==> src/rtl/mem_arb_pkg.sv <==
// Shared types and constants for the shared-memory port arbiter.
package mem_arb_pkg;

    typedef enum logic [1:0] {
        S_IDLE = 2'd0,
        S_BUSY = 2'd1,
        S_DONE = 2'd2
    } state_e;

    localparam int unsigned LAT_DEFAULT = 2;
    localparam int unsigned PERF_W      = 16;

    localparam logic REQ_IF = 1'b0;
    localparam logic REQ_DM = 1'b1;

    // Saturating increment for the performance counters.
    function automatic logic [PERF_W-1:0] sat_inc(input logic [PERF_W-1:0] v, input logic en);
        if (en && (v != {PERF_W{1'b1}})) begin
            return v + PERF_W'(1);
        end
        return v;
    endfunction

endpackage

==> src/rtl/mem_port_arbiter_rr_pick2.sv <==
// Combinational two-way round-robin picker; on contention the requester not served last wins.
module rr_pick2
    import mem_arb_pkg::*;
(
    input  logic req0,
    input  logic req1,
    input  logic last,
    output logic winner,
    output logic any
);

    assign any    = req0 | req1;
    assign winner = (req0 & req1) ? ~last : (req1 ? REQ_DM : REQ_IF);

endmodule

==> src/rtl/mux2n.sv <==
// N-bit 2:1 steering mux.
module mux2n #(
    parameter int unsigned N = 8
) (
    input  logic [N-1:0] a0_i,
    input  logic [N-1:0] a1_i,
    input  logic         sel_i,
    output logic [N-1:0] y_o
);

    assign y_o = sel_i ? a1_i : a0_i;

endmodule

==> src/rtl/mem_port_arbiter.sv <==
// Round-robin arbiter/sequencer for one shared single-port memory (fetch vs. load/store).
// Define MEM_ARB_PERF_CNT_EN to add saturating grant and wait counters.
module mem_port_arbiter
    import mem_arb_pkg::*;
#(
    parameter int unsigned N   = 8,
    parameter int unsigned AW  = 8,
    parameter int unsigned LAT = LAT_DEFAULT
) (
    input  logic              clk,
    input  logic              rst,
    input  logic              req0,
    input  logic              req1,
    input  logic [AW-1:0]     addr0,
    input  logic [AW-1:0]     addr1,
    input  logic [N-1:0]      wdata0,
    input  logic [N-1:0]      wdata1,
    input  logic              we0,
    input  logic              we1,
    output logic              gnt0,
    output logic              gnt1,
    output logic              done0,
    output logic              done1,
    output logic [N-1:0]      rdata,
    output logic              sel,
`ifdef MEM_ARB_PERF_CNT_EN
    output logic [PERF_W-1:0] gcnt0,
    output logic [PERF_W-1:0] gcnt1,
    output logic [PERF_W-1:0] wcnt,
`endif
    output logic              mem_en,
    output logic              mem_we,
    output logic [AW-1:0]     mem_addr,
    output logic [N-1:0]      mem_wdata,
    input  logic [N-1:0]      mem_rdata
);

    localparam int unsigned CW = (LAT > 1) ? $clog2(LAT) : 1;

    state_e          state_q, state_d;
    logic            sel_q, sel_d;
    logic            last_q, last_d;
    logic [CW-1:0]   cnt_q, cnt_d;
    logic [N-1:0]    rdata_q, rdata_d;
    logic [1:0]      gnt_q, gnt_d;
    logic [1:0]      done_q, done_d;
    logic            en_q, en_d;
    logic            we_q, we_d;
    logic            winner;
    logic            any;

    rr_pick2 u_pick (
        .req0   (req0),
        .req1   (req1),
        .last   (last_q),
        .winner (winner),
        .any    (any)
    );

    mux2n #(.N(AW)) u_addr_mux (
        .a0_i  (addr0),
        .a1_i  (addr1),
        .sel_i (sel_q),
        .y_o   (mem_addr)
    );

    mux2n #(.N(N)) u_wdata_mux (
        .a0_i  (wdata0),
        .a1_i  (wdata1),
        .sel_i (sel_q),
        .y_o   (mem_wdata)
    );

    // State register; grant/enable/done are registered so they drop the instant rst asserts.
    always_ff @(posedge clk or posedge rst) begin
        if (rst) begin
            state_q <= S_IDLE;
            sel_q   <= REQ_IF;
            last_q  <= REQ_DM;
            cnt_q   <= '0;
            rdata_q <= '0;
            gnt_q   <= '0;
            done_q  <= '0;
            en_q    <= 1'b0;
            we_q    <= 1'b0;
        end else begin
            state_q <= state_d;
            sel_q   <= sel_d;
            last_q  <= last_d;
            cnt_q   <= cnt_d;
            rdata_q <= rdata_d;
            gnt_q   <= gnt_d;
            done_q  <= done_d;
            en_q    <= en_d;
            we_q    <= we_d;
        end
    end

    // Next state plus next values of the registered memory-side and requester-side strobes.
    always_comb begin
        state_d = state_q;
        sel_d   = sel_q;
        last_d  = last_q;
        cnt_d   = cnt_q;
        rdata_d = rdata_q;
        gnt_d   = 2'b00;
        done_d  = 2'b00;
        en_d    = 1'b0;
        we_d    = 1'b0;
        case (state_q)
            S_IDLE: begin
                if (any) begin
                    state_d       = S_BUSY;
                    sel_d         = winner;
                    last_d        = winner;
                    cnt_d         = CW'(LAT - 1);
                    gnt_d[winner] = 1'b1;
                    en_d          = 1'b1;
                    we_d          = (winner == REQ_DM) ? we1 : we0;
                end
            end
            S_BUSY: begin
                if (cnt_q == '0) begin
                    state_d       = S_DONE;
                    rdata_d       = mem_rdata;
                    done_d[sel_q] = 1'b1;
                end else begin
                    cnt_d = cnt_q - CW'(1);
                    gnt_d = gnt_q;
                    en_d  = 1'b1;
                    we_d  = we_q;
                end
            end
            S_DONE:  state_d = S_IDLE;
            default: state_d = S_IDLE;
        endcase
    end

    assign gnt0   = gnt_q[0];
    assign gnt1   = gnt_q[1];
    assign done0  = done_q[0];
    assign done1  = done_q[1];
    assign rdata  = rdata_q;
    assign sel    = sel_q;
    assign mem_en = en_q;
    assign mem_we = we_q;

`ifdef MEM_ARB_PERF_CNT_EN
    logic [PERF_W-1:0] gcnt0_q, gcnt0_d;
    logic [PERF_W-1:0] gcnt1_q, gcnt1_d;
    logic [PERF_W-1:0] wcnt_q, wcnt_d;
    logic              grant_edge;
    logic              loser_pending;

    // A waiting request is the one not currently being served (or the loser of a contended pick).
    always_comb begin
        grant_edge    = (state_q == S_IDLE) && any;
        loser_pending = (state_q == S_IDLE) ? (req0 & req1) : (sel_q ? req0 : req1);
        gcnt0_d       = sat_inc(gcnt0_q, grant_edge && (winner == REQ_IF));
        gcnt1_d       = sat_inc(gcnt1_q, grant_edge && (winner == REQ_DM));
        wcnt_d        = sat_inc(wcnt_q, loser_pending);
    end

    always_ff @(posedge clk or posedge rst) begin
        if (rst) begin
            gcnt0_q <= '0;
            gcnt1_q <= '0;
            wcnt_q  <= '0;
        end else begin
            gcnt0_q <= gcnt0_d;
            gcnt1_q <= gcnt1_d;
            wcnt_q  <= wcnt_d;
        end
    end

    assign gcnt0 = gcnt0_q;
    assign gcnt1 = gcnt1_q;
    assign wcnt  = wcnt_q;
`endif

endmodule

==> config.mk <==
export PLATFORM = sky130hd
export DESIGN_NAME = mem_port_arbiter
export DESIGN_NICKNAME = d
export VERILOG_FILES = /design/src/rtl/mem_arb_pkg.sv /design/src/rtl/mem_port_arbiter_rr_pick2.sv /design/src/rtl/mux2n.sv /design/src/rtl/mem_port_arbiter.sv
export SDC_FILE = /design/constraint.sdc
export NUM_CORES = 1
export LEC_CHECK = 0
export CELL_PAD_IN_SITES_DETAIL_PLACEMENT = 0
export CELL_PAD_IN_SITES_GLOBAL_PLACEMENT = 2
export CORE_ASPECT_RATIO = 0.8
export CORE_MARGIN = 2
export CORE_UTILIZATION = 19
export CTS_CLUSTER_DIAMETER = 40
export DETAILED_ROUTE_END_ITERATION = 10
export PLACE_DENSITY = 0.89
export SYNTH_ARGS = -nofsm -noshare
export SYNTH_HDL_FRONTEND = slang
export SYNTH_SLANG_ARGS = --single-unit
==> constraint.sdc <==
create_clock -name clk -period 3.1 [get_ports clk]
set_clock_uncertainty 0.2 [all_clocks]
set_input_delay 0.465 -clock clk [delete_from_list [all_inputs] [get_ports clk]]
set_output_delay 0.465 -clock clk [all_outputs]
set_load 0.1 [all_outputs]
[After elaboration in Yosys (flattened, before gate mapping)]
Cells that the tools add are included.
Word-level totals
  register bits: 19
  bits of input ports: 46
  output and inout bits: 31
  logic and storage cells: 55
Operators by class
  add/sub/neg operators: 1
  $lt $le $gt $ge: 4
  eq/ne operators: 3
  mux-type cells: 26
  bitwise gates (word level): 4
  reductions and logical operators: 8
Operators with widths (number)
  two-way mux 8 bit: 2
  two-way mux 2 bit: 6
  two-way mux 1 bit: 11
  one-hot mux 2 bit (2 select lines): 2
  AND reduction 2 bit: 4
  one-hot mux 1 bit (2 select lines): 3
  less-than comparator 1 x 2 -> 1 bit (second input constant): 2
  inequality test 2 bit (second input constant): 2
  demux 1 bit (select 1 bit): 2
  equality test 2 x 1 -> 1 bit (second input constant): 1
  greater-or-equal comparator 1 bit (second input constant): 2
  logical AND 1 bit: 2
  logical NOT 2 bit: 1
  inverter 1 bit: 2
  nonzero test 2 bit: 1
  bitwise AND 1 bit: 1
  bitwise OR 1 bit: 1
  subtractor 1 bit (second input constant): 1

[Depth between registers and ports, before layout]
  word-level depth: 8
  gate-level depth with buffers: 3
  depth with buffers taken out: 3

[Cells and area by module]
Synthesis repeated with hierarchy kept, for this count alone.
Second synthesis, totals
  cells, all modules: 72
  area total of the unflattened synthesis: 1073.5 µm²
By module, submodules not included
  mem_port_arbiter: instances 1, cells an instance 52, area an instance 797.0 µm², seq. area each 476.7 µm²
  mux2n: instances 2, cells an instance 9, area an instance 131.4 µm², seq. area each 0.0 µm²
  rr_pick2: instances 1, cells an instance 2, area an instance 13.8 µm², seq. area each 0.0 µm²

[Least setup slack after synthesis]
OpenSTA, ideal clock, no wires.
  path type: flip-flop to output port
  from: register sel_q (netlist: sel)
  to: output port mem_addr[0]
  arrival: 1.956 ns
  path slack: 0.479 ns
  cell stages (with the launch flop): 4
  buffers on the path: 2
  cell sequence: dfrtp_1 -> buf_2 -> buf_6 -> mux2_2
On the way
  cells in the longest elaborated chain, start to end: 1
Ends and longest elaborated chain
  start: declaration: RTL line mem_port_arbiter.sv:41  | logic sel_q, sel_d;
  start signal: assignment: RTL line mem_port_arbiter.sv:88  | sel_q <= sel_d;
  two-way mux 8 bit: RTL line mux2n.sv:11  | assign y_o = sel_i ? a1_i : a0_i;
  end: declaration: RTL line mem_port_arbiter.sv:33  | output logic [AW-1:0] mem_addr,
No other way between the ends.

[Worst setup path in the final report]
  from: register sel_q (netlist: sel)
  to: output port mem_addr[7]
The elaborated chain is that of the path after synthesis.

==> results.cfg <==
[sta]
rsz0062_at_grt = no
setup_viol = 0
worst_pin_slew_ns = 0.7365
drv_slew = 0
period_share = 0.7713
hold_ws_ns = 0.3077
fin_setup_tns_ns = 0
worst_slack_ns = 0.7091
slew_headroom = 0.5084
finalCriticalPeriod_ns = 2.391
max_freq_mhz = 418.2
finalHoldViolCount = 0

[floorplan]
die_y_um = 67.11
fp-row-count = 22
core-area_um2 = 4679
fp.dieArea_um2 = 5562
initial_core_util = 0.2021
io_pins = 77
die_width_um = 82.89

[clock_tree]
htree_levels = 1
clock_latency_ns = 0.25
cts_root_buf = clkbuf_8
cts_hold_repair.buffers = 0
cts_resized = 0
clkTransAtPathRegs_ns = 0.07
cts_tree = yes
cts.sinks = 19
cts_buffers = 3
post_cts_buffers = 0
clk_path_buf_depth = 2

[synth]
synth.area.top_cells = dfrtp_1, mux2_2, dfstp_2
synth.most_common_cell = mux2_2
syn_nets = 118
synth-seq-cells = 19
ys.warnings.count = 0
synth_common_cells = mux2_2, dfrtp_1, nand2_1, nand3_1, nor2_1
synth_edf_count = 0
async_flop_share = 1.000
yosysSeqAreaShare = 0.5040
dominantRegCellSynth = dfrtp_1
synth_cell_types = 25
synth_top_cell_by_area = dfrtp_1
syn_inst = 72
yosysTopAreaCellShare = 0.4762
avgSynthCellArea_um2 = 13.14
synth_area_um2 = 945.9

[final_layout]
antenna_cells = 0
nNetsFinal = 196
layout-drive-gt1-share = 0.4362
postLayoutCoreUtil = 0.3687
syn2layout_area_growth_pct = 82.41

[worst_hold_path]
min-delay-start = state_q[1]$_DFFE_PP0P_
hold_path_depth = 1
min_delay_worst_endpoint = gnt_q[1]$_DFFE_PP0P_
min_path_type = flop to flop

[worst_setup_path]
critPathMaxStageDelay_ns = 0.81
criticalPathCategory = flop to output port
path_cells = mux2_2 > buf_4
cp_slowest_cell = dfrtp_1
arrival_ns = 1.73
cp_max_fo = 20
reg2regPathDepth = 3
r2r_slack_ns = 1.63
cp-start-kind = flop
cp.required_ns = 2.43
rr_startpoint = state_q[1]$_DFFE_PP0P_
end_kind = output port
r2r_end = rdata[5]$_DFFE_PP0P_

[drt]
drc = 0
ant_nets = 0
drt-total-wl_um = 2754
vias_per_cell = 4.211
wire_per_inst_um = 13.18
drtIter0Drc = 52
dr.pass1.iters = 4
via_count = 880

[place]
place_ws_ns = 0.9681
portBuffers = 76
dpl.hpwl_um = 2249
place.gp.congestion = 0.9520

[status]
status = finished clean

[grt]
grt_pass1_wl_um = 4367
grt_pass1_vias = 890
antenna_found_initial = 0
grt-ovfl-total = 0
track_usage = 0.1002
grt_max_degree = 21

[job]
maxCapViolCount = 0
[layout make-up]
cell class | count | area [um2]
Tap cell | 60 | 75.07
Sequential cell | 19 | 476.7
Multi-Input combinational cell | 49 | 441.7
Timing Repair Buffer | 76 | 683.2
Clock buffer | 4 | 45.04
Fill cell | 460 | 2954
Inverter | 1 | 3.754
[cell usage in the layout (no fill, tap or decap), drive strengths merged]
cell type	Yosys	final
mux2i	1	1
o21a	1	1
a21boi	1	1
nand2b	2	2
clkdlybuf4s50	0	45
a22o	1	1
a21oi	2	2
and2b	1	1
a31oi	1	1
buf	3	31
nand3	3	3
nand2	3	3
clkbuf	0	4
dfrtp	18	18
o21ai	3	3
inv	1	1
nor2	4	4
dfstp	1	1
nor3	1	1
mux2	24	24
and2	1	1
[cells by family (layout without fill, tap and decap cells)]
group | count (synthesis) | count (layout) | share of synthesized area
AO/OA/AOI/OAI | 9 | 9 | 0.06614
buffers and inverters | 4 | 81 | 0.02909
multiplexers | 25 | 25 | 0.2963
flip-flops | 19 | 19 | 0.5040
AND/OR/NAND/NOR | 15 | 15 | 0.1045
[worst max-delay path, delay by kind of cell (launching register included)]
kind / cells / cell delay, ns
flip-flops: 1 / 0.81
multiplexers: 1 / 0.42
buffers and inverters: 1 / 0.23
[metrics by stage]
step / cells / cell area [um2]
5_1_grt: 209 / 1725
3_5_place_dp: 205 / 1680
2_1_floorplan: 72 / 945.9
6_report: 209 / 1725
4_1_cts: 209 / 1725
3_3_place_gp: 205 / 1680
[how the worst max path moves through the flow]
stage	startpoint	to	slack (ns)	cells past startpoint
5_1_grt	sel$_DFFE_PP0P_	mem_wdata[7]	0.60	2
3_5_place_dp	sel$_DFFE_PP0P_	mem_addr[7]	0.97	2
3_3_place_gp	sel$_DFFE_PP0P_	mem_addr[4]	1.00	2
2_1_floorplan	sel$_DFFE_PP0P_	mem_addr[0]	0.48	3
4_1_cts	sel$_DFFE_PP0P_	mem_addr[7]	0.69	2
6_report	sel$_DFFE_PP0P_	mem_addr[7]	0.71	2
[flip-flops by register name (all words and copies together) (netlist names)]
register,flops
gnt_q,2
mem_en,1
state_q,2
sel,1
cnt_q,1
mem_we,1
last_q,1
done_q,2
rdata,8
[layer usage]
layer  global-route usage  part of all wire
met1               0.1129              0.40
met2               0.1845              0.51
met3              0.02354             0.085
met4              0.04303            0.0098
met5                    0                 0
Power is not shown: default switching activity piles up to over one toggle a cycle in this logic, so the estimate is an artifact.
